$ cat config.mk
export PLATFORM = sky130hd
export DESIGN_NAME = edge_event_monitor_flat
export DESIGN_NICKNAME = d
export VERILOG_FILES = /design/src/rtl/edge_event_monitor_if.sv /design/src/rtl/edge_event_monitor.sv /design/src/flat_wrapper.sv
export SDC_FILE = /design/constraint.sdc
export NUM_CORES = 1
export LEC_CHECK = 0
export CORE_MARGIN = 8
export CORE_UTILIZATION = 39
export CTS_BUF_LIST = sky130_fd_sc_hd__clkbuf_2 sky130_fd_sc_hd__clkbuf_4 sky130_fd_sc_hd__clkbuf_8
export DETAILED_ROUTE_END_ITERATION = 8
export HOLD_SLACK_MARGIN = 0.08
export SETUP_SLACK_MARGIN = 0.3
export SLEW_MARGIN = 0
export SYNTH_ARGS = -nofsm -noshare
export SYNTH_HDL_FRONTEND = slang
export SYNTH_SLANG_ARGS = --single-unit
$ cat constraint.sdc
create_clock -name clk -period 3.2 [get_ports clk]
set_input_delay 0.8 -clock clk [delete_from_list [all_inputs] [get_ports clk]]
set_output_delay 0.8 -clock clk [all_outputs]
set_load 0.005 [all_outputs]
$ cat src/rtl/edge_event_monitor_if.sv
// Event stream carrying detected edges from the monitor to its consumer.
// Ports: ev_valid/ev_ready handshake, ev_kind (01 rising, 10 falling), ev_time (timestamp).
// master = event producer (monitor), slave = event consumer.
interface edge_event_monitor_if #(
   parameter int TSW = 16
);
   logic           ev_valid;
   logic           ev_ready;
   logic [1:0]     ev_kind;
   logic [TSW-1:0] ev_time;

   modport master (
      output ev_valid,
      output ev_kind,
      output ev_time,
      input  ev_ready
   );

   modport slave (
      input  ev_valid,
      input  ev_kind,
      input  ev_time,
      output ev_ready
   );
endinterface

$ cat src/rtl/edge_event_monitor.sv
// Timestamped edge detector on a synchronous signal feeding a small event FIFO.
// Latency: an edge sampled at posedge N is visible at the FIFO head right after posedge N.
// Backpressure: consumer stalls via ev_ready; a full FIFO without a pop drops the new event
// and sets the sticky overflow flag.
// Ports: clk, rst (sync, active-high), sig (monitored), en (record enable),
//        ev (event stream, master side), count (stored events), overflow (sticky drop flag).
module edge_event_monitor #(
   parameter int DEPTH = 4,
   parameter int TSW   = 16
) (
   input  logic                       clk,
   input  logic                       rst,
   input  logic                       sig,
   input  logic                       en,
   edge_event_monitor_if.master       ev,
   output logic [$clog2(DEPTH+1)-1:0] count,
   output logic                       overflow
);

   localparam int PW = (DEPTH > 1) ? $clog2(DEPTH) : 1;
   localparam int CW = $clog2(DEPTH + 1);
   localparam logic [CW-1:0] FULL = CW'(DEPTH);

   logic           prev;
   logic           armed;
   logic [TSW-1:0] tstamp;

   logic [1:0]     mem_kind [DEPTH];
   logic [TSW-1:0] mem_time [DEPTH];
   logic [PW-1:0]  wr_ptr;
   logic [PW-1:0]  rd_ptr;
   logic [CW-1:0]  count_q;
   logic           overflow_q;

   logic           edge_det;
   logic           not_empty;
   logic           full;
   logic           pop;
   logic           push;
   logic           drop;
   logic [1:0]     new_kind;

   // The very first sample after reset only seeds prev; comparing against the
   // reset value of prev would report a fake edge.
   assign edge_det  = armed && en && (sig != prev);
   assign new_kind  = {~sig, sig};
   assign not_empty = (count_q != '0);
   assign full      = (count_q == FULL);
   assign pop       = not_empty && ev.ev_ready;
   // A pop in the same cycle frees the slot the incoming event needs.
   assign push      = edge_det && (!full || pop);
   assign drop      = edge_det && full && !pop;

   always_ff @(posedge clk) begin
      if (rst) begin
         prev   <= 1'b0;
         armed  <= 1'b0;
         tstamp <= '0;
      end else begin
         prev   <= sig;
         armed  <= 1'b1;
         tstamp <= tstamp + TSW'(1);
      end
   end

   // Storage needs no reset: entries are only read while count says they are valid.
   always_ff @(posedge clk) begin
      if (push) begin
         mem_kind[wr_ptr] <= new_kind;
         mem_time[wr_ptr] <= tstamp;
      end
   end

   always_ff @(posedge clk) begin
      if (rst) begin
         wr_ptr     <= '0;
         rd_ptr     <= '0;
         count_q    <= '0;
         overflow_q <= 1'b0;
      end else begin
         if (push) begin
            wr_ptr <= wr_ptr + PW'(1);
         end
         if (pop) begin
            rd_ptr <= rd_ptr + PW'(1);
         end
         case ({push, pop})
            2'b10:   count_q <= count_q + CW'(1);
            2'b01:   count_q <= count_q - CW'(1);
            default: count_q <= count_q;
         endcase
         if (drop) begin
            overflow_q <= 1'b1;
         end
      end
   end

   assign ev.ev_valid = not_empty;
   assign ev.ev_kind  = not_empty ? mem_kind[rd_ptr] : 2'b00;
   assign ev.ev_time  = not_empty ? mem_time[rd_ptr] : '0;
   assign count       = count_q;
   assign overflow    = overflow_q;

endmodule

$ cat src/flat_wrapper.sv
// flat-port wrapper written by rule: the top's interface ports become plain ports
module edge_event_monitor_flat 
#(
   parameter int DEPTH = 4,
   parameter int TSW   = 16
)
  (clk, rst, sig, en, count, overflow, ev_ev_valid, ev_ev_kind, ev_ev_time, ev_ev_ready);
  edge_event_monitor_if #(.TSW(TSW)) ev_i ();
  input  logic clk;
  input  logic rst;
  input  logic sig;
  input  logic en;
  output logic [$clog2(DEPTH+1)-1:0] count;
  output logic overflow;
  output wire logic [$bits(ev_i.ev_valid)-1:0] ev_ev_valid;
  output wire logic [$bits(ev_i.ev_kind)-1:0] ev_ev_kind;
  output wire logic [$bits(ev_i.ev_time)-1:0] ev_ev_time;
  input wire logic [$bits(ev_i.ev_ready)-1:0] ev_ev_ready;
  assign ev_ev_valid = ev_i.ev_valid;
  assign ev_ev_kind = ev_i.ev_kind;
  assign ev_ev_time = ev_i.ev_time;
  assign ev_i.ev_ready = ev_ev_ready;
  edge_event_monitor #(.DEPTH(DEPTH), .TSW(TSW)) u_core (.clk(clk), .rst(rst), .sig(sig), .en(en), .ev(ev_i), .count(count), .overflow(overflow));
endmodule
# [Word level (Yosys, flattened, before mapping)]
# Memories as Yosys holds them, arrays and structs flattened. A register that Yosys moved wholly into a read port is not among the register bits.
# Index checks and enable logic that the tools add are counted.
[word_totals] in_bits=5 ramBits=72 word_cells=40 output_inout_bits=23 memories=2 ff_bits=26
[mem_list] memory="u_core.mem_time" words=4 width=16 read_ports=1 rd_clocked_by_memory_dff=1 wr=1 line="edge_event_monitor.sv:29" text="logic [TSW-1:0] mem_time [DEPTH];"
[mem_list] memory="u_core.mem_kind" words=4 width=2 read_ports=1 rd_clocked_by_memory_dff=1 wr=1 line="edge_event_monitor.sv:28" text="logic [1:0] mem_kind [DEPTH];"
[classes] reduce_logical=11 bitwise_logic=1 eq_ne=4 addsub=5 n_mux=10
[ops] operator="$add 16x1->16 const B" n=1
[ops] operator="$mux 16" n=1
[ops] operator="$mux 2" n=5
[ops] operator="$logic_and 1x1->1" n=6
[ops] operator="$pmux 3 s2" n=1
[ops] operator="$add 2x1->2 const B" n=2
[ops] operator="$add 3x1->3 const B" n=1
[ops] operator="$eq 3x3->1 const B" n=1
[ops] operator="$mux 1" n=3
[ops] operator="$reduce_bool 3->1" n=1
[ops] operator="$sub 3x1->3 const B" n=1
[ops] operator="$eq 2x1->1 const B" n=1
[ops] operator="$eq 2x2->1 const B" n=1
[ops] operator="$logic_not 1->1" n=2
[ops] operator="$reduce_bool 2->1" n=1
[ops] operator="$logic_or 1x1->1" n=1
[ops] operator="$ne 1x1->1" n=1
[ops] operator="$not 1->1" n=1

# [Logic depth before layout (Yosys ltp)]
[logic_depth] ltp_word=6 ltp_mapped=10 ltp_nobuf=9

# [Worst setup path before layout]
# OpenSTA, ideal clock, no wires.
[synth_timing] kind="input to register" startpoint="in ev_ev_ready" endpoint="reg u_core.count_q[2] (netlist: u_core.count[2])" n_path_buf=1 required_time_ns=3.130 arrival_ns=2.557 slack_ns=0.573 cell_stages=10 setup_ns=0.070 path_cell_list="nor4b_2 > and4b_1 > buf_6 > inv_1 > ha_1 > inv_1 > fa_1 > xor2_1 > or3_1 > a21oi_1"
[synth_between] elab_chain_len=5 elab_cells_between_ends=7 classes_between="eq/ne (2); mux (1); reduce/logical (4)"
[synth_rtl] element="from (decl)" line="flat_wrapper.sv:18" text="input wire logic [$bits(ev_i.ev_ready)-1:0] ev_ev_ready;"
[synth_rtl] element="$logic_and 1x1->1 (*)" line="edge_event_monitor.sv:49" text="assign pop = not_empty && ev.ev_ready;"
[synth_rtl] element="$logic_or 1x1->1" line="edge_event_monitor.sv:51" text="assign push = edge_det && (!full || pop);"
[synth_rtl] element="$logic_and 1x1->1" line="edge_event_monitor.sv:51"
[synth_rtl] element="$eq 2x1->1 / $eq 2x2->1 (equally long branches)" line="edge_event_monitor.sv:87" text="case ({push, pop})"
[synth_rtl] element="$pmux 3 s2 / $reduce_bool 2->1 (equally long branches)"
[synth_rtl] element="to (signal assigned)" line="edge_event_monitor.sv:88" text="2'b10: count_q <= count_q + CW'(1);"
[synth_rtl] element="to (signal assigned)" line="edge_event_monitor.sv:89" text="2'b01: count_q <= count_q - CW'(1);"
[synth_rtl] element="to (signal assigned)" line="edge_event_monitor.sv:90" text="default: count_q <= count_q;"
[synth_rtl] element="to (decl)" line="edge_event_monitor.sv:32" text="logic [CW-1:0] count_q;"
# Every way passes the cells marked *; elsewhere a longest branch is shown, timed or not.
# A chain may end at the register's enable or synchronous reset.

==> results.py <==
metrics = {
    "yosys": {
        "yosys_warnings": 0,
        "synth_most_common_cell": "edfxtp_1",
        "synth_mux_area_share_pct": 11.82,
        "synth_top_area_share_pct": 53.75,
        "syn_area_per_cell_um2": 15.71,
        "netlist_area_um2": 4023,
        "synthAdderAreaFrac_pct": 2.364,
        "yosys.area_share.simple_pct": 10.95,
        "synth_compound_area_share_pct": 2.986,
        "synth_area_leaders": "edfxtp_1 (54%), dfxtp_1 (14%), mux4_2 (10%)",
        "synth_cells": 256,
        "synth_seq_area_share_pct": 67.68,
        "synth_top_family_by_area": "multiplexers",
        "synthArstFlopShare_pct": 0,
        "synth_xor_area_share_pct": 1.742,
        "synth_top_area_cell": "edfxtp_1",
        "synthTopCellsByCount": "edfxtp_1 (72), dfxtp_1 (28), nor2b_1 (20)",
        "synth_edf_count": 72,
        "syn_nets": 268,
        "ys.flop_type": "edfxtp_1",
        "synthDistinctLibCells": 37,
        "synth_seq_cells": 100,
    },
    "placement": {
        "port_buffers": 27,
        "gp_congestion": 0.7103,
        "dp_cells": 421,
        "dpl.hpwl_um": 4236,
    },
    "detailed_routing": {
        "drt-initial-drc-count": 102,
        "wire_per_inst_um": 16.21,
        "via_per_inst": 4.868,
        "num_vias": 2132,
        "postRouteAntennaNets": 0,
        "drc": 0,
        "drt-pass1-iter-count": 4,
        "wl_um": 7102,
    },
    "worst_setup_path": {
        "cp_num_buf_inv": 2,
        "crit_slowest_cell": "mux4_2",
        "startpoint_type": "flop",
        "worstPathRequired_ns": 2.40,
        "cp-end-kind": "output pin",
        "crit_type": "reg -> out",
        "critPathMaxStageDelay_ns": 0.50,
        "cp.arrival_ns": 2.02,
        "r2r_end": "u_core.count[2]$_SDFFE_PP0P_",
        "endpoint": "ev_ev_time[5]",
        "critPathTopFamily": "buffers and inverters",
        "crit_cells": 4,
        "r2r_cells": 9,
        "r2r_slack_ns": 0.89,
        "path_cells": "buf_12, mux4_2, and2b_1, clkdlybuf4s50_1",
        "crit_fanout": 9,
        "r2r-start": "u_core.count[2]$_SDFFE_PP0P_",
    },
    "clock_network": {
        "cts-root-buf": "clkbuf_8",
        "htree_levels": 3,
        "clockBufferDepth": 2,
        "cts_hold_buf": 0,
        "clock_latency_ns": 0.35,
        "cts_tree": "built",
        "cts_buffers": 9,
        "cts.clk_slew.worst_paths_ns": 0.09,
        "cts_sinks": 100,
    },
    "cells_and_area": {
        "regArea_um2": 2726,
        "fillers": 915,
        "multi_input_area_um2": 1201,
        "antenna_cells": 0,
        "instances_no_fill": 438,
        "final_nets": 309,
        "syn_to_final_growth_pct": 18.88,
        "layout-drive-gt1-share_pct": 18.87,
    },
    "power": {
        "peakVddDrop_uv": 311.1,
        "total_power_w": 0.002989,
        "leakage_nw": 1.550,
        "p_per_area_nw_per_um2": 625.1,
    },
    "floorplan": {
        "dieArea_um2": 13820,
        "start_util_pct": 39.50,
        "core-area_um2": 10180,
        "die_w_um": 117.6,
        "io_pins": 28,
        "rows": 37,
        "die_h_um": 117.6,
    },
    "timing": {
        "setup_viol": 0,
        "drv_slew": 0,
        "fmax_ghz": 0.3549,
        "fin_crit_sh_pct": 88.06,
        "rsz0062_at_grt": "true",
        "fin_crit_ns": 2.818,
        "hold_violations": 0,
        "slew-limit-headroom_pct": 56.89,
        "fin_skew_ns": 0.007477,
        "worstMarginPinSlew_ns": 0.6446,
        "tns_ns": 0,
    },
    "global_routing": {
        "grt_pass1_vias": 2203,
        "antenna_found_initial": 0,
        "grt_max_degree": 20,
        "track_usage_pct": 10.32,
        "grt.overflow.total": 0,
        "grt_pass1_wl_um": 11390,
    },
    "flow_run": {
        "maxCapViolCount": 0,
    },
    "hold_path": {
        "hold_class": "reg -> reg",
    },
    "status": {
        "outcome": "finished, final reports clean",
    },
}
## area by class of cell
type / count / area share, %
tap: 136 / 3.558
inverter: 13 / 1.020
clock inverter: 6 / 1.334
timing repair buffer: 39 / 9.210
clock buffer: 10 / 2.747
sequential: 100 / 57.01
multi-input combinational: 134 / 25.12
## power by group
part / switching, W / total (W) / internal, W / leakage (nW)
clock: 0.000414 / 0.000784 / 0.000371 / 0.0961
sequential: 0.0000503 / 0.00147 / 0.00142 / 0.886
combinational: 0.000295 / 0.000735 / 0.000440 / 0.568
## state kept, by name, indices dropped and copies added (netlist names), named ones only
name / flops
u_core.armed: 1
u_core.count: 3
u_core.mem_kind: 8
u_core.mem_time: 64
u_core.overflow: 1
u_core.prev: 1
u_core.rd_ptr: 2
u_core.tstamp: 16
u_core.wr_ptr: 2
## worst register-to-register path, stage by stage (launching register included)
cell,delay (ns)
dfxtp_1,0.47
nor4b_2,0.27
and4b_1,0.24
inv_1,0.06
ha_1,0.18
inv_1,0.06
fa_1,0.37
xor2_1,0.16
or3_1,0.30
a21oi_1,0.15
## through the flow
stage | cell area [um2] | setup slack [ns] | hold slack, ns | util [%]
after floorplan | 4023 | 0.5728 | 0.4647 | -
after global placement | 4558 | 0.1769 | 0.4733 | 44.75
after detailed placement | 4558 | 0.1097 | 0.4648 | 44.75
after CTS | 4753 | 0.3030 | 0.4977 | 46.67
after global routing | 4782 | 0.2930 | 0.5339 | 46.95
final | 4782 | 0.3821 | 0.4830 | 46.95
## worst min-delay path by stage
stage                                        from                            end  slack [ns]  cells after the start
global route        u_core.wr_ptr[1]$_SDFFE_PP0P_  u_core.wr_ptr[1]$_SDFFE_PP0P_        0.53                      2
finish               u_core.overflow$_SDFFE_PP0P_   u_core.overflow$_SDFFE_PP0P_        0.48                      2
detailed placement   u_core.overflow$_SDFFE_PP0P_   u_core.overflow$_SDFFE_PP0P_        0.46                      2
floorplan            u_core.overflow$_SDFFE_PP0P_   u_core.overflow$_SDFFE_PP0P_        0.46                      2
CTS                  u_core.overflow$_SDFFE_PP0P_   u_core.overflow$_SDFFE_PP0P_        0.50                      2
global placement     u_core.overflow$_SDFFE_PP0P_   u_core.overflow$_SDFFE_PP0P_        0.47                      2
## kinds of logic (layout without fill, tap and decap cells)
kind of cell             Yosys count  after routing
AND/OR/NAND/NOR                   75             75
buffers and inverters             22             68
XOR/XNOR                           8              8
multiplexers                      24             24
flip-flops                       100            100
adder cells (fa/ha/maj)            7              7
AO/OA/AOI/OAI                     20             20
## placed cells by master (no fill, tap or decap), types with 2 or more instances in the layout
| cell type | netlist | routed |
|---|---|---|
| a21oi_1 | 9 | 9 |
| and2_1 | 4 | 4 |
| and2b_1 | 3 | 3 |
| buf_12 | 0 | 5 |
| buf_4 | 2 | 6 |
| clkbuf_8 | 0 | 9 |
| clkdlybuf4s50_1 | 0 | 27 |
| clkinv_2 | 0 | 2 |
| clkinvlp_4 | 0 | 2 |
| dfxtp_1 | 28 | 27 |
| edfxtp_1 | 72 | 72 |
| ha_1 | 6 | 6 |
| inv_1 | 13 | 13 |
| mux2_2 | 4 | 4 |
| mux4_2 | 18 | 18 |
| nand2_1 | 6 | 6 |
| nand3_1 | 4 | 4 |
| nand4_1 | 3 | 3 |
| nor2_1 | 18 | 18 |
| nor2b_1 | 20 | 20 |
| nor4_1 | 4 | 4 |
| o21ai_0 | 4 | 4 |
| o31ai_1 | 5 | 5 |
| or3_1 | 3 | 3 |
| or4_1 | 4 | 4 |
| xor2_1 | 7 | 7 |
## per-layer routing
layer / wire length, um / global-route usage [%] / vias up
met5: 0 / 0 / -
met4: 97 / 4.083 / 0
met3: 269 / 2.926 / 5
met2: 3451 / 16.76 / 27
met1: 3284 / 12.75 / 1055
li1: - / - / 1045
## timing repair
action | in CTS | in global routing
setup buffers | 0 | 0
setup endpoints to repair | 0 | 18
resized for setup | 0 | 2
(Power assumes the default switching activity.)
